[src/rtl/id_ex_stage_pkg.sv]
// ============================================================================
//  Module      : id_ex_stage_pkg
//  Description : Shared ALU op codes, main-control ALU classes, R-type funct
//                values and the ID/EX control bundle type.
//  Revision    : 1.0 - initial release
// ============================================================================
`default_nettype none

package id_ex_stage_pkg;

   // 3-bit op codes understood by the ALU
   localparam logic [2:0] ALU_AND = 3'b000;
   localparam logic [2:0] ALU_OR  = 3'b001;
   localparam logic [2:0] ALU_ADD = 3'b010;
   localparam logic [2:0] ALU_MUL = 3'b011;
   localparam logic [2:0] ALU_SUB = 3'b110;

   // Main-control ALU class
   localparam logic [1:0] ALUOP_ADD   = 2'b00;
   localparam logic [1:0] ALUOP_SUB   = 2'b01;
   localparam logic [1:0] ALUOP_RTYPE = 2'b10;
   localparam logic [1:0] ALUOP_OR    = 2'b11;

   // Supported R-type funct values
   localparam logic [5:0] FUNCT_ADD = 6'b100000;
   localparam logic [5:0] FUNCT_SUB = 6'b100010;
   localparam logic [5:0] FUNCT_MUL = 6'b011000;
   localparam logic [5:0] FUNCT_AND = 6'b100100;
   localparam logic [5:0] FUNCT_OR  = 6'b100101;

   // Control bits carried through the pipeline register; a bubble is all zero
   typedef struct packed {
      logic valid;
      logic reg_write;
      logic mem_read;
      logic mem_write;
      logic mem_to_reg;
      logic illegal;
   } ctrl_t;

endpackage

`default_nettype wire

[src/rtl/id_ex_stage_alu_control.sv]
// ============================================================================
//  Module      : id_ex_stage_alu_control
//  Description : Combinational ALU control. Maps the main-control ALU class
//                and the R-type funct field onto the 3-bit ALU op code and
//                flags R-type funct values the ALU does not implement.
//  Revision    : 1.0 - initial release
// ============================================================================
`default_nettype none

module id_ex_stage_alu_control
   import id_ex_stage_pkg::*;
(
   input  logic [1:0] i_alu_op,
   input  logic [5:0] i_funct,
   output logic [2:0] o_alu_op,
   output logic       o_illegal
);

   // Decode class/funct; unknown funct falls back to ADD and raises illegal
   always_comb begin
      o_alu_op  = ALU_ADD;
      o_illegal = 1'b0;
      case (i_alu_op)
         ALUOP_ADD: o_alu_op = ALU_ADD;
         ALUOP_SUB: o_alu_op = ALU_SUB;
         ALUOP_OR:  o_alu_op = ALU_OR;
         default: begin
            case (i_funct)
               FUNCT_ADD: o_alu_op = ALU_ADD;
               FUNCT_SUB: o_alu_op = ALU_SUB;
               FUNCT_MUL: o_alu_op = ALU_MUL;
               FUNCT_AND: o_alu_op = ALU_AND;
               FUNCT_OR:  o_alu_op = ALU_OR;
               default: begin
                  o_alu_op  = ALU_ADD;
                  o_illegal = 1'b1;
               end
            endcase
         end
      endcase
   end

endmodule

`default_nettype wire

[src/rtl/id_ex_stage.sv]
// ============================================================================
//  Module      : id_ex_stage
//  Description : ID/EX pipeline register plus EX operand preparation.
//                Captures operands/controls from ID, decodes the ALU op,
//                forwards from EX/MEM and MEM/WB and applies the ALUSrc mux.
//                Flush inserts a bubble (beats stall); stall holds everything.
//  Config      : define FORWARDING_EN to enable the forwarding muxes; without
//                it the operands come straight from the registered reg-file
//                values and the exmem_*/memwb_* ports are ignored.
//  Revision    : 1.0 - initial release
// ============================================================================
`default_nettype none

module id_ex_stage
   import id_ex_stage_pkg::*;
#(
   parameter int DATA_WIDTH = 32,
   parameter int REG_ADDR_W = 5
) (
   input  logic                  clk_i,
   input  logic                  rst_n_i,
   input  logic                  stall_i,
   input  logic                  flush_i,
   input  logic                  valid_i,
   input  logic [DATA_WIDTH-1:0] rs_data_i,
   input  logic [DATA_WIDTH-1:0] rt_data_i,
   input  logic [DATA_WIDTH-1:0] imm_i,
   input  logic [REG_ADDR_W-1:0] rs_addr_i,
   input  logic [REG_ADDR_W-1:0] rt_addr_i,
   input  logic [REG_ADDR_W-1:0] rd_addr_i,
   input  logic [1:0]            ALUOp_i,
   input  logic [5:0]            funct_i,
   input  logic                  ALUSrc_i,
   input  logic                  RegDst_i,
   input  logic                  RegWrite_i,
   input  logic                  MemRead_i,
   input  logic                  MemWrite_i,
   input  logic                  MemtoReg_i,
   input  logic                  exmem_RegWrite_i,
   input  logic                  memwb_RegWrite_i,
   input  logic [REG_ADDR_W-1:0] exmem_rd_i,
   input  logic [REG_ADDR_W-1:0] memwb_rd_i,
   input  logic [DATA_WIDTH-1:0] exmem_data_i,
   input  logic [DATA_WIDTH-1:0] memwb_data_i,
   output logic [2:0]            ALUop_o,
   output logic [DATA_WIDTH-1:0] data_1_o,
   output logic [DATA_WIDTH-1:0] data_2_o,
   output logic [DATA_WIDTH-1:0] store_data_o,
   output logic [REG_ADDR_W-1:0] wr_addr_o,
   output logic                  valid_o,
   output logic                  RegWrite_o,
   output logic                  MemRead_o,
   output logic                  MemWrite_o,
   output logic                  MemtoReg_o,
   output logic                  illegal_o
);

   logic [2:0]            w_alu_op;
   logic                  w_illegal;

   ctrl_t                 ctrl_q,    ctrl_d;
   logic [2:0]            alu_op_q,  alu_op_d;
   logic [REG_ADDR_W-1:0] wr_addr_q, wr_addr_d;
   logic [REG_ADDR_W-1:0] rs_addr_q, rs_addr_d;
   logic [REG_ADDR_W-1:0] rt_addr_q, rt_addr_d;
   logic [DATA_WIDTH-1:0] rs_data_q, rs_data_d;
   logic [DATA_WIDTH-1:0] rt_data_q, rt_data_d;
   logic [DATA_WIDTH-1:0] imm_q,     imm_d;
   logic                  alu_src_q, alu_src_d;

   logic [DATA_WIDTH-1:0] w_fwd_rs;
   logic [DATA_WIDTH-1:0] w_fwd_rt;

   // ALU op decode sits on the ID side so the register holds the final code
   id_ex_stage_alu_control u_alu_control (
      .i_alu_op  (ALUOp_i),
      .i_funct   (funct_i),
      .o_alu_op  (w_alu_op),
      .o_illegal (w_illegal)
   );

   // Next-state: flush clears controls only, stall holds, otherwise load ID
   always_comb begin
      ctrl_d    = ctrl_q;
      alu_op_d  = alu_op_q;
      wr_addr_d = wr_addr_q;
      rs_addr_d = rs_addr_q;
      rt_addr_d = rt_addr_q;
      rs_data_d = rs_data_q;
      rt_data_d = rt_data_q;
      imm_d     = imm_q;
      alu_src_d = alu_src_q;
      if (flush_i) begin
         ctrl_d = '0;
      end else if (!stall_i) begin
         ctrl_d.valid      = valid_i;
         ctrl_d.reg_write  = RegWrite_i;
         ctrl_d.mem_read   = MemRead_i;
         ctrl_d.mem_write  = MemWrite_i;
         ctrl_d.mem_to_reg = MemtoReg_i;
         ctrl_d.illegal    = w_illegal & valid_i;
         alu_op_d          = w_alu_op;
         wr_addr_d         = RegDst_i ? rd_addr_i : rt_addr_i;
         rs_addr_d         = rs_addr_i;
         rt_addr_d         = rt_addr_i;
         rs_data_d         = rs_data_i;
         rt_data_d         = rt_data_i;
         imm_d             = imm_i;
         alu_src_d         = ALUSrc_i;
      end
   end

   // Pipeline register with asynchronous active-low reset
   always_ff @(posedge clk_i or negedge rst_n_i) begin
      if (!rst_n_i) begin
         ctrl_q    <= '0;
         alu_op_q  <= ALU_ADD;
         wr_addr_q <= '0;
         rs_addr_q <= '0;
         rt_addr_q <= '0;
         rs_data_q <= '0;
         rt_data_q <= '0;
         imm_q     <= '0;
         alu_src_q <= 1'b0;
      end else begin
         ctrl_q    <= ctrl_d;
         alu_op_q  <= alu_op_d;
         wr_addr_q <= wr_addr_d;
         rs_addr_q <= rs_addr_d;
         rt_addr_q <= rt_addr_d;
         rs_data_q <= rs_data_d;
         rt_data_q <= rt_data_d;
         imm_q     <= imm_d;
         alu_src_q <= alu_src_d;
      end
   end

`ifdef FORWARDING_EN
   // Operand forwarding on the registered source numbers; EX/MEM is younger and wins
   always_comb begin
      w_fwd_rs = rs_data_q;
      w_fwd_rt = rt_data_q;
      if (exmem_RegWrite_i && (exmem_rd_i == rs_addr_q) && (rs_addr_q != '0)) begin
         w_fwd_rs = exmem_data_i;
      end else if (memwb_RegWrite_i && (memwb_rd_i == rs_addr_q) && (rs_addr_q != '0)) begin
         w_fwd_rs = memwb_data_i;
      end
      if (exmem_RegWrite_i && (exmem_rd_i == rt_addr_q) && (rt_addr_q != '0)) begin
         w_fwd_rt = exmem_data_i;
      end else if (memwb_RegWrite_i && (memwb_rd_i == rt_addr_q) && (rt_addr_q != '0)) begin
         w_fwd_rt = memwb_data_i;
      end
   end
`else
   // No forwarding: hazard unit stalls every RAW, so register values are current
   always_comb begin
      w_fwd_rs = rs_data_q;
      w_fwd_rt = rt_data_q;
   end

   // Forwarding-side inputs and source numbers have no consumer in this build
   logic w_unused_fwd;
   assign w_unused_fwd = ^{exmem_RegWrite_i, memwb_RegWrite_i, exmem_rd_i, memwb_rd_i,
                           exmem_data_i, memwb_data_i, rs_addr_q, rt_addr_q};
`endif

   assign data_1_o     = w_fwd_rs;
   assign store_data_o = w_fwd_rt;
   assign data_2_o     = alu_src_q ? imm_q : w_fwd_rt;

   assign ALUop_o    = alu_op_q;
   assign wr_addr_o  = wr_addr_q;
   assign valid_o    = ctrl_q.valid;
   assign RegWrite_o = ctrl_q.reg_write;
   assign MemRead_o  = ctrl_q.mem_read;
   assign MemWrite_o = ctrl_q.mem_write;
   assign MemtoReg_o = ctrl_q.mem_to_reg;
   assign illegal_o  = ctrl_q.illegal;

endmodule

`default_nettype wire

[config.mk]
export PLATFORM = sky130hd
export DESIGN_NAME = id_ex_stage
export DESIGN_NICKNAME = d
export VERILOG_FILES = /design/src/rtl/id_ex_stage_pkg.sv /design/src/rtl/id_ex_stage_alu_control.sv /design/src/rtl/id_ex_stage.sv
export SDC_FILE = /design/constraint.sdc
export NUM_CORES = 1
export LEC_CHECK = 0
export BUFFER_PORTS_ARGS = -buffer_cell sky130_fd_sc_hd__buf_4
export CAP_MARGIN = 10
export CORE_AREA = 5 5 118 120
export DETAILED_ROUTE_END_ITERATION = 6
export DIE_AREA = 0 0 123 125
export MAX_ROUTING_LAYER = met4
export PLACE_DENSITY = 0.72
export REMOVE_ABC_BUFFERS = 1
export SYNTH_ARGS = -nofsm -noshare
export SYNTH_HDL_FRONTEND = slang
export SYNTH_SLANG_ARGS = --single-unit
[constraint.sdc]
create_clock -name clk_i -period 2.51 [get_ports clk_i]
set_input_delay 0.1255 -clock clk_i [delete_from_list [all_inputs] [get_ports clk_i]]
set_output_delay 0.1255 -clock clk_i [all_outputs]
set_load 0.005 [all_outputs]
* Word-level counts from Yosys, hierarchy flattened
Index checks and enable logic that the tools add are counted.
** Operators by class
- Shift operators :: 0
- Mux-type cells :: 8
- $mul :: 0
- Bitwise operators :: 3
- Reductions and logical operators :: 4
- Add/subtract/negate cells :: 0
- Order comparisons :: 0
- Divide/modulo/power cells :: 0
- Eq/ne operators :: 8
** Operators by type and width (count)
- 32-bit two-way mux :: 1
- 6-bit == test (second input constant) :: 4
- 6-bit two-way mux :: 2
- 3-bit case mux with 4 select lines :: 1
- 3-bit case mux with 3 select lines :: 1
- 6-bit by 5-bit == test with 1-bit output (second input constant) :: 1
- 5-bit two-way mux :: 1
- 5-bit OR reduction :: 1
- 3-bit OR reduction :: 1
- 2-bit by 1-bit == test with 1-bit output (second input constant) :: 1
- 2-bit == test (second input constant) :: 1
- 2-bit zero test :: 1
- 1-bit two-way mux :: 2
- 2-bit by 1-bit != test with 1-bit output (second input constant) :: 1
- 1-bit NOT :: 2
- 2-bit AND reduction :: 1
- 1-bit AND :: 1
** Word-level totals
- Latch bits :: 0
- Memories kept :: 0
- Register bits after elaboration :: 111
- RAM bits :: 0
- Bits in read-only memories :: 0
- Bits of input ports :: 206

* Depth between registers and ports, before layout
- Depth after elaboration :: 7
- Depth in mapped cells :: 6

* Hierarchy
From an unflattened synthesis, not the netlist that was laid out.
** Second synthesis, totals
- Cell total of the unflattened synthesis :: 306
- Area total of the unflattened synthesis :: 5151.2 sq um
** By module, submodules not included
- id_ex_stage :: times used 1, area an instance 5046.1 sq um, sequential area each 2778.9 sq um, cells an instance 291
- id_ex_stage_alu_control :: times used 1, area an instance 105.1 sq um, sequential area each 0.0 sq um, cells an instance 15

* Least setup slack after synthesis
Ideal clock, no wire load.
- Path type :: register to output
- Start :: reg alu_src_q
- End :: out data_2_o[10]
- Data arrival time :: 1.078 ns
- Cell stages (with the launch flop) :: 4
- Required time :: 2.385 ns
- Setup slack :: 1.306 ns
- Cells stage by stage :: dfrtp_1 > clkbuf_1 > buf_2 > mux2_2
** On the way
- Cells in the longest elaborated chain, start to end :: 1
** RTL lines
- from (decl) :: RTL line id_ex_stage.sv:69 : logic alu_src_q, alu_src_d;
- from (signal assigned) :: RTL line id_ex_stage.sv:134 : alu_src_q <= alu_src_d;
- 32-bit two-way mux :: RTL line id_ex_stage.sv:169 : assign data_2_o = alu_src_q ? imm_q : w_fwd_rt;
- to (decl) :: RTL line id_ex_stage.sv:47 : output logic [DATA_WIDTH-1:0] data_2_o,
No other way between the ends.

* Worst setup path in the final report
Same ends and word-level chain as after synthesis.

==> impl_metrics.xml <==
<?xml version="1.0" encoding="UTF-8"?>
<metrics>
  <group name="status">
    <metric name="run_status" unit="">completed</metric>
  </group>
  <group name="clock_tree">
    <metric name="cts_max_level" unit="">3</metric>
    <metric name="clock_tree_from_tritoncts" unit="">yes</metric>
    <metric name="cts_root_buffer" unit="">sky130_fd_sc_hd__clkbuf_16</metric>
    <metric name="worst_skew_pair.late_latency" unit="ns">0.34</metric>
    <metric name="post_cts_setup_repair_buffer_count" unit="">0</metric>
    <metric name="max-clock-path-buffers" unit="">2</metric>
    <metric name="cts_num_sinks" unit="">111</metric>
    <metric name="number_of_buffers_created_by_cts" unit="">9</metric>
    <metric name="clk_transition_reported_paths" unit="ns">0.07</metric>
  </group>
  <group name="critical_path">
    <metric name="path_max_fanout" unit="">33</metric>
    <metric name="cell_type_with_the_highest_occurrence_count_on_the_critical_path" unit="">sky130_fd_sc_hd__buf_4</metric>
    <metric name="setup_crit_start_kind" unit="">flop</metric>
    <metric name="critPathRequiredTime" unit="ns">2.38</metric>
    <metric name="cpMaxStageDelayCell" unit="">sky130_fd_sc_hd__buf_4</metric>
    <metric name="cp_num_buf_inv" unit="">2</metric>
    <metric name="crit_family" unit="">buffers and inverters</metric>
    <metric name="worst-path-stages" unit="">3</metric>
    <metric name="crit_end_category" unit="">output pin</metric>
    <metric name="worstPathCellList" unit="">buf_4 &gt; mux2_2 &gt; buf_4</metric>
    <metric name="worstSetupPathType" unit="">reg2out</metric>
    <metric name="cp_data_arrival_time" unit="ns">1.65</metric>
    <metric name="longest_individual_stage_delay_on_the_worst_path" unit="ns">0.41</metric>
    <metric name="timing.reg2reg.worst_path_depth" unit="">2</metric>
  </group>
  <group name="detailed_routing">
    <metric name="antenna_violating_nets_post_route" unit="">0</metric>
    <metric name="avgRoutedWirePerCell" unit="um">16.50</metric>
    <metric name="drt_pre_antenna_iters" unit="">4</metric>
    <metric name="route.vias.total" unit="">3671</metric>
    <metric name="drt_iter0_drc" unit="">167</metric>
    <metric name="route.detailed.vias_per_inst" unit="">4.629</metric>
    <metric name="drc_errors" unit="">0</metric>
    <metric name="routed_wl" unit="mm">13.09</metric>
  </group>
  <group name="synthesis">
    <metric name="number_of_synthesized_flops_with_an_enable_pin" unit="">0</metric>
    <metric name="most_numerous_cell_in_the_yosys_netlist" unit="">sky130_fd_sc_hd__mux2_2</metric>
    <metric name="synthCells" unit="">307</metric>
    <metric name="synth_top_area_frac" unit="">0.5856</metric>
    <metric name="ys.warnings.count" unit="">0</metric>
    <metric name="synth-seq-cells" unit="">111</metric>
    <metric name="synth-main-ff-cell" unit="">sky130_fd_sc_hd__dfrtp_1</metric>
    <metric name="synth_common_cells" unit="">sky130_fd_sc_hd__mux2_2 (129), sky130_fd_sc_hd__dfrtp_1 (110), sky130_fd_sc_hd__nor2_1 (13)</metric>
    <metric name="async_flop_share" unit="">1.000</metric>
    <metric name="mean_cell_area_of_the_mapped_netlist" unit="sq um">15.31</metric>
    <metric name="yosys.cell_types.count" unit="">26</metric>
    <metric name="synth_top_cell_by_area" unit="">sky130_fd_sc_hd__dfrtp_1</metric>
    <metric name="netlist_area" unit="sq mm">0.004701</metric>
    <metric name="synth_sequential_area_ratio" unit="">0.5912</metric>
    <metric name="yosys-top-cells-area" unit="">sky130_fd_sc_hd__dfrtp_1 (59%), sky130_fd_sc_hd__mux2_2 (31%), sky130_fd_sc_hd__mux2i_1 (2.3%)</metric>
  </group>
  <group name="pwr">
    <metric name="vdd.ir_drop.worst" unit="V">0.0003972</metric>
    <metric name="power_frac_seq" unit="">0.456</metric>
    <metric name="share_clk_of_total_power" unit="">0.274</metric>
    <metric name="p_per_area" unit="mW/mm^2">633.8</metric>
    <metric name="static-leakage-power" unit="uW">0.003540</metric>
    <metric name="cell_internal_pwr" unit="uW">3596</metric>
    <metric name="power_switching_share" unit="">0.2531</metric>
    <metric name="power.combinational.fraction" unit="">0.270</metric>
    <metric name="p_sw" unit="uW">1219</metric>
  </group>
  <group name="sta">
    <metric name="finalSetupTns" unit="ns">0</metric>
    <metric name="timing.final.max_slew_violations" unit="">0</metric>
    <metric name="max_clock_freq" unit="MHz">564.7</metric>
    <metric name="final_cycle_utilization_of_the_critical_path" unit="">0.7055</metric>
    <metric name="finalWorstPathRequiredPeriod" unit="ns">1.771</metric>
    <metric name="finalClockSkew" unit="ns">0</metric>
    <metric name="setup_viol" unit="">0</metric>
    <metric name="worst-slew-pin-transition" unit="ns">0.5740</metric>
    <metric name="hold_viol_final" unit="">0</metric>
    <metric name="rsz0062_at_grt" unit="">false</metric>
    <metric name="worst_slew_margin_rel" unit="">0.6173</metric>
  </group>
  <group name="die">
    <metric name="rows" unit="">42</metric>
    <metric name="placeableCoreArea" unit="sq mm">0.01287</metric>
    <metric name="start_util" unit="">0.3651</metric>
    <metric name="chipWidth" unit="um">123</metric>
    <metric name="die_height" unit="um">125</metric>
    <metric name="boundaryPins" unit="">316</metric>
    <metric name="fp.dieArea" unit="sq mm">0.01538</metric>
  </group>
  <group name="placed_design">
    <metric name="gp_congestion" unit="">0.7594</metric>
    <metric name="post-dp-hpwl" unit="mm">9.031</metric>
    <metric name="place.port_buffers" unit="">234</metric>
  </group>
  <group name="worst_hold_path">
    <metric name="min_path_type" unit="">in2reg</metric>
    <metric name="hold_path_depth" unit="">2</metric>
  </group>
  <group name="global_route">
    <metric name="global_route_wire_length_before_repair" unit="mm">20.54</metric>
    <metric name="first_global_vias" unit="">4143</metric>
    <metric name="largest_net_degree_at_the_start_of_global_routing" unit="">67</metric>
    <metric name="globalRoute.totalOverflow" unit="">0</metric>
    <metric name="initial_antenna_violation_count" unit="">1</metric>
    <metric name="global_route.usage.total" unit="">0.1752</metric>
  </group>
  <group name="final_layout">
    <metric name="finish.utilization" unit="">0.5901</metric>
    <metric name="area.growth.synth_to_final" unit="%">61.62</metric>
    <metric name="finish.net_count" unit="">818</metric>
    <metric name="layout-drive-gt1-share" unit="">0.6250</metric>
  </group>
  <group name="run">
    <metric name="cap_viol_max_count" unit="">0</metric>
  </group>
</metrics>
## metal layers
| metal | vias to the layer above | global-route usage | share of wire |
|---|---|---|---|
| met5 | - | - | 0 |
| met1 | 1787 | 0.1963 | 0.40 |
| met2 | 160 | 0.2975 | 0.51 |
| met4 | 0 | 0.07166 | 0.022 |
| li1 | 1705 | - | - |
| met3 | 19 | 0.04246 | 0.068 |
## sequential cells by signal, indices dropped and copies added, names as in the netlist, 3 cells and up
| signal | flops |
|---|---|
| data_1_o | 32 |
| wr_addr_o | 5 |
| store_data_o | 32 |
| imm_q | 32 |
| ALUop_o | 3 |
## cell usage in the layout (no fill, tap or decap), types with 2 or more instances in the layout
cell                            Yosys  layout
sky130_fd_sc_hd__clkinv_2           0       3
sky130_fd_sc_hd__mux2i_1           11      11
sky130_fd_sc_hd__dfrtp_1          110     110
sky130_fd_sc_hd__dlygate4sd3_1      0      74
sky130_fd_sc_hd__nand2_1            2       2
sky130_fd_sc_hd__nor2_1            13      13
sky130_fd_sc_hd__nor2b_1            2       2
sky130_fd_sc_hd__mux2_2           129     129
sky130_fd_sc_hd__clkbuf_16          0       9
sky130_fd_sc_hd__buf_4              2     237
sky130_fd_sc_hd__buf_12             0       2
sky130_fd_sc_hd__a21oi_1            8       8
## cells by family after synthesis
logic type             synth area share
AND/OR/NAND/NOR                 0.02768
buffers and inverters           0.03220
AO/OA/AOI/OAI                   0.01650
multiplexers                     0.3324
flip-flops                       0.5912
## final timing paths
path / end / startpoint / slack [ns]
worst max register to register: alu_src_q / alu_src_q / 1.44
worst min-delay path: data_1_o[18] / rs_data_i[18] / 0.02
worst min register to register: imm_q[20] / imm_q[20] / 0.50
worst max-delay path: data_2_o[10] / alu_src_q / 0.74
min in group asynchronous: imm_q[14] / rst_n_i / 0.32
max in group asynchronous: MemWrite_o / rst_n_i / 1.50
## stage by stage
stage / hold slack (ns) / area (sq um) / total power, uW / cells / setup WS (ns)
4_1_cts: 0.00003730 / 7565 / 4868 / 789 / 0.6965
2_1_floorplan: -0.1701 / 4549 / 2668 / 288 / 0.8957
5_1_grt: 0.0001712 / 7597 / 5068 / 793 / 0.6596
6_report: 0.01544 / 7597 / 4815 / 793 / 0.7392
3_5_place_dp: 0.1562 / 6589 / 3449 / 703 / 1.085
3_3_place_gp: 0.1474 / 6589 / 3409 / 703 / 1.095
## power groups by stage
stage / clock [uW] / sequential [uW] / combinational (uW)
global route: 1430 / 2230 / 1400
CTS: 1360 / 2200 / 1310
floorplan: 0 / 2230 / 437
finish: 1320 / 2190 / 1300
detailed placement: 0 / 2230 / 1220
global placement: 0 / 2210 / 1190
## area by class of cell
type                    count  area (sq um)
repair buffers            313          2560
clock inverters             4         22.52
multi-input cells         177          1770
clock buffers              11         242.7
flip-flops and latches    111          2779
diodes                      1         2.502
well taps                 176         220.2
fillers                  1003          5278
## timing repair
item	in CTS	in global routing
gates resized for setup	0	0
hold buffers	71	3
endpoints found under the hold margin	110	3
(Power assumes the default switching activity.)
